--- config.mk ---
export PLATFORM = sky130hd
export DESIGN_NAME = dpram_fifo_ctrl
export DESIGN_NICKNAME = d
export VERILOG_FILES = /design/src/rtl/dpram_fifo_ctrl_pkg.sv /design/src/rtl/dpram_fifo_ostage.sv /design/src/rtl/dpram_fifo_ctrl.sv
export SDC_FILE = /design/constraint.sdc
export NUM_CORES = 1
export LEC_CHECK = 0
export ABC_AREA = 1
export CAP_MARGIN = 15
export CORE_ASPECT_RATIO = 0.9
export CORE_MARGIN = 1
export CORE_UTILIZATION = 35
export CTS_CLUSTER_DIAMETER = 40
export DETAILED_ROUTE_END_ITERATION = 16
export GPL_ROUTABILITY_DRIVEN = 0
export PLACE_DENSITY = 0.69
export SETUP_SLACK_MARGIN = 0.1
export SYNTH_ARGS = -nofsm -noshare
export SYNTH_HDL_FRONTEND = slang
export SYNTH_SLANG_ARGS = --single-unit
--- constraint.sdc ---
create_clock -name clk -period 4.08 [get_ports clk]
set_clock_uncertainty 0.1 [all_clocks]
set_input_delay 1.02 -clock clk [delete_from_list [all_inputs] [get_ports clk]]
set_output_delay 1.02 -clock clk [all_outputs]
set_load 0.01 [all_outputs]
--- src/rtl/dpram_fifo_ctrl_pkg.sv ---
// Shared constants for the dual-port-RAM FIFO controller.
// Output-stage occupancy encodings used by the controller and its output stage.
package dpram_fifo_ctrl_pkg;

    localparam logic [1:0] OCC_EMPTY = 2'd0;
    localparam logic [1:0] OCC_ONE   = 2'd1;
    localparam logic [1:0] OCC_FULL  = 2'd2;

endpackage

--- src/rtl/dpram_fifo_ostage.sv ---
// Two-entry output stage (output register plus skid) that absorbs RAM read
// latency so the FIFO can pop one word per cycle.
module dpram_fifo_ostage
    import dpram_fifo_ctrl_pkg::*;
#(
    parameter int WIDTH = 4
) (
    input  logic             clk,
    input  logic             rst,
    input  logic             cap_valid,
    input  logic [WIDTH-1:0] cap_data,
    input  logic             out_ready,
    output logic             out_valid,
    output logic [WIDTH-1:0] out_data,
    output logic [1:0]       occ
);

    logic [1:0]       occ_q;
    logic [WIDTH-1:0] out_q;
    logic [WIDTH-1:0] skid_q;
    logic             pop;
    logic             cap_to_out;

    assign out_valid = (occ_q != OCC_EMPTY);
    assign out_data  = out_q;
    assign occ       = occ_q;
    assign pop       = out_valid && out_ready;

    // A capture bypasses the skid when the output register is (or is becoming) free;
    // the issue rule guarantees no capture ever arrives while occ is already full.
    assign cap_to_out = cap_valid && ((occ_q == OCC_EMPTY) || (pop && occ_q == OCC_ONE));

    always_ff @(posedge clk) begin
        if (rst) begin
            occ_q <= OCC_EMPTY;
            out_q <= '0;
        end else begin
            // NOTE: state registers use non-blocking assignments so every flop samples pre-edge values.
            occ_q <= occ_q + {1'b0, cap_valid} - {1'b0, pop};
            if (cap_to_out)
                out_q <= cap_data;
            else if (pop && occ_q == OCC_FULL)
                out_q <= skid_q;
        end
    end

    // NOTE: the skid holds data only while occ says so, so it needs no reset.
    always_ff @(posedge clk) begin
        if (cap_valid && !cap_to_out)
            skid_q <= cap_data;
    end

endmodule

--- src/rtl/dpram_fifo_ctrl.sv ---
// FIFO controller owning both ports of an external true dual-port RAM:
// port A writes pushes, port B prefetches into a 2-entry output stage.
module dpram_fifo_ctrl
    import dpram_fifo_ctrl_pkg::*;
#(
    parameter int WIDTH    = 4,
    parameter int LOCATION = 16
) (
    input  logic                          clk,
    input  logic                          rst,
    input  logic                          in_valid,
    output logic                          in_ready,
    input  logic [WIDTH-1:0]              in_data,
    output logic                          out_valid,
    input  logic                          out_ready,
    output logic [WIDTH-1:0]              out_data,
    output logic [$clog2(LOCATION):0]     count,
    output logic                          ram_we_a,
    output logic [$clog2(LOCATION)-1:0]   ram_addr_a,
    output logic [WIDTH-1:0]              ram_din_a,
    output logic                          ram_we_b,
    output logic [$clog2(LOCATION)-1:0]   ram_addr_b,
    input  logic [WIDTH-1:0]              ram_dout_b
);

    localparam int AW = $clog2(LOCATION);

    logic [AW-1:0] wr_ptr;
    logic [AW-1:0] rd_ptr;
    logic [AW:0]   mem_cnt;
    logic          pending;
    logic [1:0]    occ;
    logic          push;
    logic          pop;
    logic          issue;

    assign in_ready = !rst && (mem_cnt != (AW+1)'(LOCATION));
    assign push     = in_valid && in_ready;
    assign pop      = out_valid && out_ready;

    // Fetch only if the word will find a free output-stage slot when it lands;
    // mem_cnt excludes this cycle's push, so a fresh word is never read same-cycle.
    assign issue = (mem_cnt != '0) &&
                   (({1'b0, occ} + {2'b0, pending}) < (3'd2 + {2'b0, pop}));

    assign ram_we_a   = push;
    assign ram_addr_a = wr_ptr;
    assign ram_din_a  = in_data;
    assign ram_we_b   = 1'b0;
    assign ram_addr_b = rd_ptr;

    assign count = mem_cnt + (AW+1)'(pending) + (AW+1)'(occ);

    always_ff @(posedge clk) begin
        if (rst) begin
            wr_ptr  <= '0;
            rd_ptr  <= '0;
            mem_cnt <= '0;
            pending <= 1'b0;
        end else begin
            if (push)
                wr_ptr <= wr_ptr + AW'(1);
            if (issue)
                rd_ptr <= rd_ptr + AW'(1);
            mem_cnt <= mem_cnt + (AW+1)'(push) - (AW+1)'(issue);
            pending <= issue;
        end
    end

    dpram_fifo_ostage #(
        .WIDTH(WIDTH)
    ) u_ostage (
        .clk       (clk),
        .rst       (rst),
        .cap_valid (pending),
        .cap_data  (ram_dout_b),
        .out_ready (out_ready),
        .out_valid (out_valid),
        .out_data  (out_data),
        .occ       (occ)
    );

endmodule

[Yosys cells after proc, flatten, opt, wreduce, memory -nomap -nowiden]
Cells that the tools add are included.
Word-level totals
  register bits after elaboration: 24
  word-level logic and storage cells: 38
  output and inout port bits: 25
Operators by class
  reduce and logical (&&, ||, !) cells: 15
  equality and inequality tests: 3
  muxes and demuxes: 2
  magnitude comparators: 1
  add/subtract/negate cells: 10
Operator list (count)
  adder 5 x 1 -> 5 bit: 2
  adder 4 x 1 -> 4 bit (second input constant): 2
  logical AND 1 bit: 8
  two-way mux 4 bit: 2
  adder 5 x 2 -> 5 bit: 1
  != test 5 bit (second input constant): 1
  nonzero test 5 bit: 1
  subtractor 5 x 1 -> 5 bit: 1
  nonzero test 2 bit: 2
  adder 2 x 1 -> 3 bit: 1
  adder 2 x 1 -> 3 bit (first input constant): 1
  < comparator 3 bit: 1
  adder 2 x 1 -> 2 bit: 1
  equality test 2 x 1 -> 1 bit (second input constant): 1
  equality test 2 bit (second input constant): 1
  zero test 1 bit: 2
  zero test 2 bit: 1
  subtractor 2 x 1 -> 2 bit: 1
  logical OR 1 bit: 1

[Logic depth before layout (Yosys ltp)]
Gate-level depths: netlist of run 1.
  depth after elaboration: 7
  depth in mapped cells: 17
  mapped depth without buffers: 17

[Cells and area by module]
From an unflattened synthesis of run 1, not the netlist that was laid out.
Unflattened totals
  cell total of the unflattened synthesis: 195
  area, all modules: 1539.0 sq um
By module, submodules not included
  dpram_fifo_ctrl: area each 1021.0 sq um, times used 1, cells an instance 136
  dpram_fifo_ostage: area each 518.0 sq um, times used 1, cells an instance 59

[Worst setup path before layout of run 1]
No wires, ideal clock.
  path type: input to register
  from: input port out_ready
  to: register mem_cnt[4]
  stages: 14
  path slack: 1290 ps
  arrival time: 2572 ps
  required time: 3863 ps
  buffers on the path: 0
  cell sequence: nand3_2 > nand2_4 > nand2_4 > inv_2 > ha_1 > inv_1 > ha_1 > fa_1 > nand2_1 > inv_1 > o21bai_1 > nand2_1 > o21ai_0 > nor2_1
Between the ends
  word-level cells in the longest chain between the ends: 5
RTL lines
  start: declaration: RTL line dpram_fifo_ctrl.sv:15  | input logic out_ready,
  logical AND 1 bit: RTL line dpram_fifo_ctrl.sv:39  | assign pop = out_valid && out_ready;
  adder 2 x 1 -> 3 bit: RTL line dpram_fifo_ctrl.sv:44  | (({1'b0, occ} + {2'b0, pending}) < (3'd2 + {2'b0, pop}));
  < comparator 3 bit: RTL line dpram_fifo_ctrl.sv:44
  logical AND 1 bit: RTL line dpram_fifo_ctrl.sv:43  | assign issue = (mem_cnt != '0) &&
  named net issue: RTL line dpram_fifo_ctrl.sv:35  | logic issue;
  subtractor 5 x 1 -> 5 bit: RTL line dpram_fifo_ctrl.sv:65  | mem_cnt <= mem_cnt + (AW+1)'(push) - (AW+1)'(issue);
  end signal: assignment: RTL line dpram_fifo_ctrl.sv:65
  end: declaration: RTL line dpram_fifo_ctrl.sv:30  | logic [AW:0] mem_cnt;
The timed path passes the listed nets, and every way through them passes these cells.
A chain may end at the register's enable or synchronous reset.

[Final worst setup path of run 1]
  from: input port rst
  to: output port ram_we_a
Between the ends
  word-level cells in the longest chain between the ends: 3
RTL lines
  start: declaration: RTL line dpram_fifo_ctrl.sv:10  | input logic rst,
  zero test 1 bit: RTL line dpram_fifo_ctrl.sv:37  | assign in_ready = !rst && (mem_cnt != (AW+1)'(LOCATION));
  logical AND 1 bit: RTL line dpram_fifo_ctrl.sv:37
  logical AND 1 bit: RTL line dpram_fifo_ctrl.sv:38  | assign push = in_valid && in_ready;
  end: declaration: RTL line dpram_fifo_ctrl.sv:18  | output logic ram_we_a,
No other way between the ends.

==> impl_metrics.csv, run 1 <==
group,metric,value,unit
route,wl_per_cell,10.6,um
clocking,clock_latency,270,ps
synth,postSynthAreaPerCell,8.03,um^2
clocking,clkTransAtPathRegs,90,ps
synth,synth_edf_count,4,
route,wl_met2,1130,um
route,firstDrtPassIters,4,
synth,synth.distinct_cells,27,
clocking,cts_setup_buffers,0,
clocking,cts_max_level,1,
synth,async_flop_share,0,%
run,maxCapViolations,0,
critical_path,rrSetupSlack,1300,ps
critical_path,cp-end-kind,"output pin",
sta,layout_min_cycle_time,3520,ps
route,ant_nets,0,
synth,ys_seq_area_share,36.2,%
synth,synthTopCellsByCount,"inv_1 (31), nand2_1 (31), dfxtp_1 (20), nand3_1 (15), nor2_1 (15)",
cells_and_area,nFillCells,354,
clocking,ctsHoldBuffers,0,
sta,max_freq,284,MHz
floorplan,die_area,4370,um^2
grt,gr-total-overflow,0,
route,wl_met3,107,um
route,detail_route.vias_per_cell,4.52,
route,initialDrtViolationCount,57,
power_and_ir_drop,leakage,0.845,nW
hold_path,hp-class,"reg -> reg",
cells_and_area,area_growth,25.9,%
route,highest_layer,"met4",
synth,syn_nets,208,
sta,finalSetupTns,0,ps
route,drc_errors,0,
critical_path,max_stage_delay,570,ps
sta,rsz0062_at_grt,"no",
critical_path,required,2960,ps
route,routed_wl,2670,um
clocking,cts_tree,"yes",
synth,syn_area,1440,um^2
floorplan,die_h,62.8,um
power_and_ir_drop,ir_worst_vdd,340,uV
synth,yosysWarnings,0,
floorplan,core_area,3840,um^2
critical_path,crit_type,"in -> out",
clocking,cts_resized,0,
critical_path,cp.arrival,2400,ps
clocking,cts_buffers,3,
floorplan,die_w,69.6,um
grt,track_usage,13.4,%
critical_path,worstPathCellList,"clkdlybuf4s50_1, inv_1, nand3_4, inv_1, clkdlybuf4s50_1",
status,status,"finished, final reports clean",
placement,dp_slack,549,ps
critical_path,start_kind,"primary input",
sta,setup_slack,555,ps
cells_and_area,final_cells,252,
power_and_ir_drop,power.total,0.00130,W
route,wl_met1,1390,um
grt,grt_max_degree,15,
clocking,clockBufferDepth,2,
critical_path,crit_buf_inv,4,
power_and_ir_drop,power_density,716,nW/um^2
cells_and_area,drive_above_1_share,7.77,%
cells_and_area,seqCellArea,520,um^2
floorplan,ios,37,
sta,slew_viol_final,0,
route,route.vias.total,1138,
synth,synth.top_cell.area_share,27.9,%
placement,post-dp-hpwl,2060,um
floorplan,initial_core_util,37.5,%
synth,synth-seq-cells,24,
synth,synthFlopType,"dfxtp_1",
clocking,clock-root-buffer,"clkbuf_8",
sta,min_period_over_period,86.4,%
critical_path,slowest_stage,"clkdlybuf4s50_1",
synth,synthTopCellsByArea,"dfxtp_1 (28%), ha_1 (12%), edfxtp_1 (8.4%), inv_1 (8.1%), nand2_1 (8.1%)",
grt,grt_antenna_before_repair,0,
cells_and_area,nets,236,
placement,placed_cells,248,
synth,yosysTopAreaCell,"dfxtp_1",
synth,postSynthCellCount,179,
cells_and_area,antennaDiodeCount,0,
sta,hold_viol_final,0,
sta,finalSetupViolations,0,
cells_and_area,multi_input_area,748,um^2
placement,placement.io_buffers,27,
critical_path,critPathTopFamily,"buffers and inverters",
clocking,cts.sinks,24,
floorplan,rows,21,
critical_path,crit_fanout,6,
grt,grt_pass1_vias,1096,
grt,grt_pass1_wl,4750,um
-- power breakdown --
part	switching, W	internal [W]
logic	0.000366	0.000336
registers	0.0000715	0.000311
clock network	0.0000806	0.000131
total	0.000518	0.000778
-- layout make-up --
class,instances,area share [%]
multi-input cells,115,41.3
flip-flops and latches,24,28.7
repair buffers,29,15.8
inverters,34,7.05
well taps,46,3.18
clock buffers,3,2.28
clock inverters,1,1.66
-- final timing paths --
check | from | to | cells past startpoint
worst max register to register | pending | mem_cnt[4] | 15
worst max-delay path | rst | ram_we_a | 5
worst min-delay path | u_ostage.out_data[3] | u_ostage.out_data[3] | 2
worst min register to register | u_ostage.out_data[3] | u_ostage.out_data[3] | 2
-- layout by cell type (no fill, tap or decap), types with 4 or more instances in the layout --
master	n
inv_1	31
nand2_1	31
clkdlybuf4s50_1	27
dfxtp_1	20
nor2_1	15
nand3_1	15
ha_1	14
a21oi_1	13
xor2_1	5
edfxtp_1	4
-- kinds of logic (layout without fill, tap and decap cells) --
group | count (synthesis) | in the layout | synth area share, %
compound gates | 20 | 20 | 7.75
fa+ha+maj | 17 | 17 | 16.4
flops | 24 | 24 | 36.2
other cells | 1 | 1 | 0.261
xor+xnor | 8 | 8 | 4.87
buf+inv | 40 | 67 | 11.7
simple gates | 69 | 69 | 22.8
-- through the flow --
| stage | util (%) | area, um^2 | hold slack (ps) |
|---|---|---|---|
| 4_1_cts | 47.2 | 1810 | 396 |
| 3_3_place_gp | 45.3 | 1740 | 377 |
| 2_1_floorplan | - | 1440 | 406 |
| 3_5_place_dp | 45.3 | 1740 | 383 |
| 6_report | 47.2 | 1810 | 391 |
| 5_1_grt | 47.2 | 1810 | 412 |
-- worst reg2reg max path, stage by stage (launching register included) --
cell and delay (ps):
dfxtp_1 400, ha_1 240, ha_1 320, nand2_4 80, nand2_4 100, inv_2 40, ha_1 260, inv_1 40
ha_1 200, fa_1 380, nand2_1 70, inv_1 50, o21bai_1 170, nand2_1 60, o21ai_0 140, nor2_1 50
-- per-layer routing --
metal  GRT usage [%]  vias up
met5               0        -
met4            5.36        0
met3            2.58        4
met2            20.1       24
met1            18.8      501
li1                -      609
-- state kept, by name, indices dropped and copies added (netlist names) --
register           cells
pending                1
u_ostage.occ           2
ram_addr_b             4
u_ostage.skid_q        4
ram_addr_a             4
mem_cnt                5
u_ostage.out_data      4
Note: power is estimated with default switching activity, not from simulation.
==> run 2: changes to the inputs <==
--- a/config.mk
+++ b/config.mk
@@ -13,6 +13,7 @@
 export CTS_CLUSTER_DIAMETER = 40
 export DETAILED_ROUTE_END_ITERATION = 16
 export GPL_ROUTABILITY_DRIVEN = 0
+export HOLD_SLACK_MARGIN = 0.02
 export PLACE_DENSITY = 0.69
 export SETUP_SLACK_MARGIN = 0.1
 export SYNTH_ARGS = -nofsm -noshare
==> results of run 2 <==
Same layout as run 1: the final DEF is identical, and so are final timing and power.
==> run 3: changes to the inputs <==
--- a/config.mk
+++ b/config.mk
@@ -9,12 +9,12 @@
 export CAP_MARGIN = 15
 export CORE_ASPECT_RATIO = 0.9
 export CORE_MARGIN = 1
-export CORE_UTILIZATION = 35
+export CORE_UTILIZATION = 45
 export CTS_CLUSTER_DIAMETER = 40
 export DETAILED_ROUTE_END_ITERATION = 16
 export GPL_ROUTABILITY_DRIVEN = 0
 export HOLD_SLACK_MARGIN = 0.02
-export PLACE_DENSITY = 0.69
+export PLACE_DENSITY = 0.83
 export SETUP_SLACK_MARGIN = 0.1
 export SYNTH_ARGS = -nofsm -noshare
 export SYNTH_HDL_FRONTEND = slang
==> impl_metrics.csv, run 3 (synthesis gave the netlist of run 1 again) <==
group,metric,value,unit
cells_and_area,drive_above_1_share,7.32,%
critical_path,max_stage_delay,570,ps
placement,dp_slack,426,ps
clocking,cts_setup_buffers,0,
route,wl_per_cell,10.3,um
clocking,clock_latency,320,ps
cells_and_area,antennaDiodeCount,0,
grt,grt_max_degree,14,
run,maxCapViolations,0,
grt,gr-total-overflow,0,
grt,grt_pass1_wl,4240,um
power_and_ir_drop,ir_worst_vdd,322,uV
route,initialDrtViolationCount,63,
sta,setup_slack,419,ps
cells_and_area,top_register,"mem_cnt",
floorplan,die_w,61.6,um
clocking,cts_resized,0,
sta,finalSetupTns,0,ps
placement,post-dp-hpwl,2020,um
floorplan,core_area,3040,um^2
sta,layout_min_cycle_time,3660,ps
critical_path,crit_fanout,9,
power_and_ir_drop,leakage,0.826,nW
clocking,cts.sinks,24,
cells_and_area,final_cell_mix,"inv_1 (31), nand2_1 (31), clkdlybuf4s50_1 (27)",
route,firstDrtPassIters,4,
floorplan,die_area,3430,um^2
placement,placement.io_buffers,27,
clocking,clockBufferDepth,2,
floorplan,ios,37,
route,routed_wl,2540,um
route,ant_nets,0,
grt,track_usage,16.5,%
grt,grt_pass1_vias,999,
clocking,clock-root-buffer,"clkbuf_4",
clocking,ctsHoldBuffers,0,
critical_path,worstPathCellList,"clkdlybuf4s50_1, inv_1, nand3_4, inv_1, clkdlybuf4s50_1",
sta,max_freq,273,MHz
sta,finalSetupViolations,0,
clocking,cts_max_level,1,
cells_and_area,largest_reg_flops,5,
cells_and_area,nets,235,
sta,min_period_over_period,89.7,%
sta,hold_viol_final,0,
critical_path,cp.arrival,2540,ps
grt,grt_antenna_before_repair,0,
critical_path,start_kind,"primary input",
clocking,cts_tree,"yes",
route,route.vias.total,1153,
clocking,cts_buffers,3,
critical_path,slowest_stage,"clkdlybuf4s50_1",
floorplan,die_h,55.6,um
sta,rsz0062_at_grt,"no",
cells_and_area,multi_input_area,748,um^2
critical_path,required,2960,ps
status,status,"finished, final reports clean",
route,detail_route.vias_per_cell,4.67,
cells_and_area,nFillCells,313,
power_and_ir_drop,power_density,689,nW/um^2
sta,slew_viol_final,0,
cells_and_area,seqCellArea,520,um^2
floorplan,initial_core_util,47.2,%
cells_and_area,area_growth,22.6,%
critical_path,cp-end-kind,"output pin",
route,drc_errors,0,
critical_path,crit_type,"in -> out",
hold_path,hp-class,"reg -> reg",
clocking,clkTransAtPathRegs,130,ps
floorplan,rows,19,
==> run 3: cell type report <==
class	instances	area share, %
inverter	34	7.24
clock buffer	4	2.06
tap	42	2.98
multi-input combinational	115	42.4
sequential	24	29.5
timing repair buffer	28	15.8
==> run 3: report_power, final <==
part	total [W]	leakage (nW)	internal [W]	switching [W]
clock	0.000125	0.0210	0.0000546	0.0000709
combinational	0.000708	0.603	0.000338	0.000370
sequential	0.000381	0.201	0.000310	0.0000705
total	0.00121	0.826	0.000703	0.000512
==> run 3: critical path, delay by kind of cell <==
family                 cells  cell delay, ps
buffers and inverters      4            1400
AND/OR/NAND/NOR            1             130
==> run 3: worst paths after layout <==
path,start,end,slack [ps],cells after the start
worst min-delay path,u_ostage.out_data[1],u_ostage.out_data[1],400,2
worst max register to register,pending,mem_cnt[4],1270,15
worst max-delay path,rst,ram_we_a,420,5
worst min register to register,u_ostage.out_data[1],u_ostage.out_data[1],400,2
==> run 3: through the flow <==
stage                     cell area (um^2)  power, W  util [%]  hold slack [ps]  instances
after floorplan                       1440  0.000852         -              406        179
final                                 1760   0.00121      57.9              396        247
after global routing                  1760   0.00135      57.9              421        247
after CTS                             1760   0.00123      57.9              400        247
after global placement                1730   0.00107      56.7              372        243
after detailed placement              1730   0.00110      56.7              380        243
==> run 3: routing by layer <==
layer / routed length [um] / GRT usage (%) / vias to the layer above / part of all wire, %
met1: 1180 / 22.4 / 513 / 47
li1: - / - / 611 / -
met5: 0 / 0 / - / 0
met2: 1200 / 25.7 / 27 / 47
met3: 124 / 3.49 / 2 / 4.9
met4: 30 / 5.71 / 0 / 1.2
